--- src/rtl/irq_entry_ctrl.sv ---
// rtl/irq_entry_ctrl.sv - IRQ entry/return sequencer: LR/SPSR save, CPSR update, PC vectoring and exception return
module irq_entry_ctrl (
    input  logic        clk,
    input  logic        clr,
    input  logic        INT_irq,
    input  logic        instr_done,
    input  logic        irq_ret,
    input  logic [31:0] cpsr_in,
    input  logic [31:0] pc_in,
    input  logic [31:0] lr_in,
    output logic        INTA_irq,
    output logic [1:0]  PC_s,
    output logic        Write_PC,
    output logic [31:0] pc_wdata,
    output logic        lr_we,
    output logic [31:0] lr_wdata,
    output logic        cpsr_we,
    output logic [31:0] cpsr_wdata,
    output logic        stall,
    output logic        in_irq
);

    localparam logic [31:0] VECTOR   = 32'h0000_0018;
    localparam logic [4:0]  IRQ_MODE = 5'b10010;

    typedef enum logic [2:0] {
        ST_IDLE     = 3'd0,
        ST_ACK      = 3'd1,
        ST_SAVE     = 3'd2,
        ST_VECTOR   = 3'd3,
        ST_RET_CPSR = 3'd4,
        ST_RET_PC   = 3'd5
    } state_t;

    state_t      state_q, state_d;
    logic [31:0] pc_q, pc_d;
    logic [31:0] spsr_q, spsr_d;
    logic        in_irq_q, in_irq_d;

    logic ret_go;
    logic entry_go;

    // Return outranks entry so a handler that retires with a new IRQ pending unwinds first.
    assign ret_go   = instr_done & irq_ret & in_irq_q;
    assign entry_go = instr_done & INT_irq & ~cpsr_in[7];

    always_ff @(posedge clk or posedge clr) begin
        if (clr) begin
            state_q  <= ST_IDLE;
            pc_q     <= 32'h0;
            spsr_q   <= 32'h0;
            in_irq_q <= 1'b0;
        end else begin
            state_q  <= state_d;
            pc_q     <= pc_d;
            spsr_q   <= spsr_d;
            in_irq_q <= in_irq_d;
        end
    end

    always_comb begin
        state_d    = state_q;
        pc_d       = pc_q;
        spsr_d     = spsr_q;
        in_irq_d   = in_irq_q;
        INTA_irq   = 1'b0;
        PC_s       = 2'b00;
        Write_PC   = 1'b0;
        pc_wdata   = 32'h0;
        lr_we      = 1'b0;
        lr_wdata   = 32'h0;
        cpsr_we    = 1'b0;
        cpsr_wdata = 32'h0;
        stall      = 1'b1;
        case (state_q)
            ST_IDLE: begin
                stall = 1'b0;
                if (ret_go) begin
                    state_d = ST_RET_CPSR;
                end else if (entry_go) begin
                    state_d = ST_ACK;
                    pc_d    = pc_in;
                    spsr_d  = cpsr_in;
                end
            end
            ST_ACK: begin
                INTA_irq = 1'b1;
                lr_we    = 1'b1;
                lr_wdata = pc_q + 32'd4;
                in_irq_d = 1'b1;
                state_d  = ST_SAVE;
            end
            ST_SAVE: begin
                cpsr_we    = 1'b1;
                cpsr_wdata = {spsr_q[31:8], 1'b1, spsr_q[6:5], IRQ_MODE};
                state_d    = ST_VECTOR;
            end
            ST_VECTOR: begin
                Write_PC = 1'b1;
                PC_s     = 2'b11;
                pc_wdata = VECTOR;
                state_d  = ST_IDLE;
            end
            ST_RET_CPSR: begin
                cpsr_we    = 1'b1;
                cpsr_wdata = spsr_q;
                state_d    = ST_RET_PC;
            end
            ST_RET_PC: begin
                Write_PC = 1'b1;
                PC_s     = 2'b11;
                pc_wdata = lr_in - 32'd4;
                in_irq_d = 1'b0;
                state_d  = ST_IDLE;
            end
            default: begin
                state_d = ST_IDLE;
                stall   = 1'b0;
            end
        endcase
    end

    assign in_irq = in_irq_q;

endmodule

--- config.mk ---
export PLATFORM = sky130hd
export DESIGN_NAME = irq_entry_ctrl
export DESIGN_NICKNAME = d
export VERILOG_FILES = /design/src/rtl/irq_entry_ctrl.sv
export SDC_FILE = /design/constraint.sdc
export NUM_CORES = 1
export LEC_CHECK = 0
export ABC_CLOCK_PERIOD_IN_PS = 7400
export CAP_MARGIN = 10
export CORE_AREA = 2 2 94 87
export CTS_CLUSTER_SIZE = 24
export DETAILED_ROUTE_END_ITERATION = 8
export DIE_AREA = 0 0 96 89
export DONT_BUFFER_PORTS = 1
export PLACE_DENSITY = 0.74
export SLEW_MARGIN = 20
export SYNTH_ARGS = -nofsm -noshare
export SYNTH_HDL_FRONTEND = slang
export SYNTH_SLANG_ARGS = --single-unit
--- constraint.sdc ---
create_clock -name clk -period 7.4 [get_ports clk]
set_input_delay 2.22 -clock clk [delete_from_list [all_inputs] [get_ports clk]]
set_output_delay 2.22 -clock clk [all_outputs]
set_load 0.01 [all_outputs]
Word-level counts from Yosys, hierarchy flattened
Index checks and enable logic that the tools add are counted.
{"block": "op_classes", "n_addsub": 2, "n_mul": 0, "n_div": 0, "magnitude_cmp": 0, "eq_ne": 6, "n_shift": 0, "muxes": 12, "bitwise": 6, "reduce_logical": 6}
{"cell": "case mux 32 bit (2 select lines)", "count": 2}
{"cell": "adder 32 x 3 -> 32 bit, second input constant", "count": 1}
{"cell": "2-to-1 mux 32 bit", "count": 1}
{"cell": "subtractor 32 x 3 -> 32 bit, second input constant", "count": 1}
{"cell": "case mux 3 bit (4 select lines)", "count": 1}
{"cell": "== test 3 x 2 -> 1 bit, second input constant", "count": 2}
{"cell": "== test 3 bit, second input constant", "count": 2}
{"cell": "2-to-1 mux 3 bit", "count": 2}
{"cell": "OR reduction 5 bit", "count": 1}
{"cell": "AND 1 bit", "count": 4}
{"cell": "2-to-1 mux 1 bit", "count": 4}
{"cell": "OR reduction 2 bit", "count": 2}
{"cell": "== test 3 x 1 -> 1 bit, second input constant", "count": 1}
{"cell": "logical NOT 3 bit", "count": 1}
{"cell": "inequality test 3 bit, second input constant", "count": 1}
{"cell": "AND reduction 3 bit", "count": 1}
{"cell": "2-to-1 mux 2 bit", "count": 1}
{"cell": "inverter 1 bit", "count": 2}
{"cell": "case mux 1 bit (2 select lines)", "count": 1}
{"cell": "nonzero test 2 bit", "count": 1}
{"block": "totals", "regBits": 68, "latchBits": 0, "ram_bits": 0, "mem_bits_ro": 0, "input_bits": 101, "out_inout_bits": 104, "wordCells": 36, "memories": 0}

Logic depth before layout (Yosys ltp)
Gate-level depths: netlist of run 1.
{"block": "depth", "depth_word": 5, "mapped_depth": 8, "depth_no_buf": 6}

Worst setup path before layout of run 1
Ideal clock, no wire load.
{"block": "synth_timing", "path_type": "input to output", "startpoint": "input port lr_in[11]", "endpoint": "output port pc_wdata[30]", "t_arrival_ps": 4093, "t_required_ps": 5180, "path_slack_ps": 1087, "path_stages": 5, "path_buffers": 1, "path_cell_list": "or4_4 -> or4_1 -> buf_2 -> or4_1 -> a21oi_1"}
{"block": "synth_via", "elab_chain_cells": 2}
{"item": "start, declared", "line": "10", "text": "input logic [31:0] lr_in,"}
{"item": "subtractor 32 x 3 -> 32 bit", "line": "112", "text": "pc_wdata = lr_in - 32'd4;"}
{"item": "case mux 32 bit (2 select lines)", "line": "75", "text": "case (state_q)"}
{"item": "end, declared", "line": "14", "text": "output logic [31:0] pc_wdata,"}
No other way between the ends.

Worst setup path after layout of run 1
{"block": "layout_timing", "startpoint": "input port lr_in[11]", "endpoint": "output port pc_wdata[22]"}
The elaborated chain is that of the path after synthesis.

==> results of run 1 <==
==> critical path, cell delays in order <==
cell,delay [ns]
or4_4,0.53
or4_1,0.63
or4_1,0.51
a21oi_1,0.31
==> sequential cells by signal (all words and copies together) (netlist names) <==
name and cells:
pc_q 32, state_q 3, in_irq 1, spsr_q 32
==> power breakdown <==
| group | internal (µW) | total [µW] | leakage (µW) | switching, µW |
|---|---|---|---|---|
| registers | 550 | 711 | 0.000830 | 160 |
| logic | 264 | 602 | 0.000850 | 338 |
| clock network | 162 | 321 | 0.0000988 | 159 |
==> routing by layer <==
layer	GRT usage [%]	wire length (µm)	vias up
li1	-	-	1698
met1	27.1	4270	1722
met2	39.5	5210	166
met3	8.94	1070	24
met4	7.66	214	0
met5	0	0	-
==> how the worst min path moves through the flow <==
stage               slack [ns]                     to                  start
floorplan                 0.45  spsr_q[7]$_DFFE_PP0P_  spsr_q[7]$_DFFE_PP0P_
global placement          0.48  spsr_q[7]$_DFFE_PP0P_  spsr_q[7]$_DFFE_PP0P_
detailed placement        0.48  spsr_q[7]$_DFFE_PP0P_  spsr_q[7]$_DFFE_PP0P_
CTS                       0.50  spsr_q[7]$_DFFE_PP0P_  spsr_q[7]$_DFFE_PP0P_
global route              0.52  spsr_q[0]$_DFFE_PP0P_  spsr_q[0]$_DFFE_PP0P_
finish                    0.50    pc_q[1]$_DFFE_PP0P_    pc_q[1]$_DFFE_PP0P_
==> metrics by stage <==
step                setup WS [ns]  instance area, µm²
finish                      0.979                4630
CTS                         0.991                4630
global route                0.941                4630
detailed placement          0.998                4420
floorplan                    1.09                4390
global placement            0.998                4420
==> synth_stat cells, types with 13 or more instances <==
cell / n / area (µm²)
o31ai_1: 13 / 97.6
clkbuf_1: 20 / 75.1
or4_1: 19 / 143
a21oi_1: 37 / 185
or3_1: 18 / 113
nand2_1: 28 / 105
and2_1: 32 / 200
nor2_1: 33 / 124
dfrtp_1: 68 / 1700
xnor2_1: 13 / 114
o21ai_0: 15 / 75.1
mux2_2: 63 / 709
==> logic make-up (layout without fill, tap and decap cells) <==
kind of cell             Yosys count  in the layout  share of synthesized area [%]
AND/OR/NAND/NOR                  198            198                           25.2
multiplexers                      65             65                           16.6
buffers and inverters             39             31                           3.70
XOR/XNOR                          19             19                           3.79
AO/OA/AOI/OAI                     82             82                           11.4
adder cells (fa/ha/maj)            2              2                          0.570
flip-flops                        68             68                           38.8
==> cell usage in the layout, fill, tap and decap left out, drive strengths merged, types with 5 or more instances in the layout <==
master  instances
inv            15
nand2          28
a21oi          37
mux2           63
or2             6
and3            5
nand3          11
o31ai          13
clkbuf          9
xor2            6
o21ai          15
nand4           6
o41ai           6
or3            18
nor4           10
or4            20
xnor2          13
nand2b          9
nor2           33
nor3           11
dfrtp          68
and2           32
==> area by class of cell <==
type                    count  area (µm²)  share of cell area [%]
repair buffers              4        30.0                   0.648
multi-input cells         366        2530                    54.7
inverters                  11        41.3                   0.892
flip-flops and latches     68        1700                    36.7
clock buffers               9         124                    2.67
clock inverters             7        82.6                    1.78
well taps                  96         120                    2.59
==> run metrics, run 1 <==
initial antenna violation count 0; number of global-route vias before repair 3210; top_reg_cell synth dfrtp_1; I/O Pins 205; flops & latches, synth 68; CTS tree built; dpl cells 545; GR Overflow Total 0; Num CTS Buffers 9; max_slew headroom 34.8%; Final setup violation count 0; final worst hold slack 0.500 ns; Critical path origin lr_in[11]; Max clock buf depth 2; drt drc 0; final wirelength 10800 µm; PD cells 353 mW/mm²; Worst Clk Skew 0.00786 ns; Area Growth Syn to Fin 5.47%; leakage dissipation 0.00178 µW; Async S/R FF share, synth 100%; Critical Path End pc_wdata[22]; Max-cap violations 0; WL/cell 19.2 µm; root buf cell clkbuf_8; antenna cells 0; largest net degree at the start of global routing 69; Synth cell types 39; mean post-synth cell area 9.28 µm²; Vias per Instance 6.43; Reg2Reg Launch Point state_q[0]$_DFFE_PP0P_; Die X 96 µm; ANT nets after route 0; Max Clk Rate 0.156 GHz; FP Rows 30; WHS Path Cells 1; Worst Tran Pin Value 0.978 ns; fin util 62.0%; Worst-Skew Late Latency 0.33 ns; CTS Hold Bufs 0; GRT Total Usage 23.2%; Initial Utilization 58.8%; syn nets 576; crit start category input port; Port Buf Inserts 0; Hold Vio Cnt, Final 0; die area 0.00854 mm²; Reg-to-Reg End pc_q[7]$_DFFE_PP0P_; core box area 0.00747 mm²; clock slew at reported path FFs 0.08 ns; via count 3610; setup_tns 0 ns; final RePlAce weighted congestion 0.809; reg2reg setup slack 5.16 ns; crit share post-route 86.8%; Finished Layout Cells 561; R2R cell count 4; Yosys Warn Count 0; setup repair after global routing missed its margin false; crit path kind input port to output port; H-tree levels 3; initial drt markers 140; critical path peak fanout 8; Post-Syn Instances 473; height of the die 89 µm; CP endpoint kind output port; crit path DAT 4.20 ns; Hold Crit Class register to register; final critical-path required period 6.42 ns; post-synthesis sequential area ratio 38.8%; DRT Pass-1 Iters 4; CP required 5.18 ns; number of synthesized flops with an enable pin 0; fin nets 563; share of layout cells above drive strength 1 19.6%; Final Slew Violations 0; Tot Pwr 1630 µW; status finished clean; post-synthesis cell area 0.00439 mm²; VDD IR max 0.237 mV; Setup Fix Bufs, Post-CTS 0; first-pass GRT wire length 15400 µm; Clock Sinks 68; Fill cells 624; CTS resizes 0; HPWL after DPL 7940 µm
Note: power is estimated with default switching activity, not from simulation.
==> run 2: changes to the inputs <==
--- a/config.mk
+++ b/config.mk
@@ -6,7 +6,7 @@
 export NUM_CORES = 1
 export LEC_CHECK = 0
 export ABC_CLOCK_PERIOD_IN_PS = 7400
-export CAP_MARGIN = 10
+export CAP_MARGIN = 20
 export CORE_AREA = 2 2 94 87
 export CTS_CLUSTER_SIZE = 24
 export DETAILED_ROUTE_END_ITERATION = 8
==> results of run 2 <==
Final layout, timing and power as in run 1 (identical DEF).
==> run 3: changes to the inputs <==
--- a/config.mk
+++ b/config.mk
@@ -13,6 +13,7 @@
 export DIE_AREA = 0 0 96 89
 export DONT_BUFFER_PORTS = 1
 export PLACE_DENSITY = 0.74
+export SKIP_LAST_GASP = 1
 export SLEW_MARGIN = 20
 export SYNTH_ARGS = -nofsm -noshare
 export SYNTH_HDL_FRONTEND = slang
==> results of run 3 <==
Final layout, timing and power as in run 1 (identical DEF).
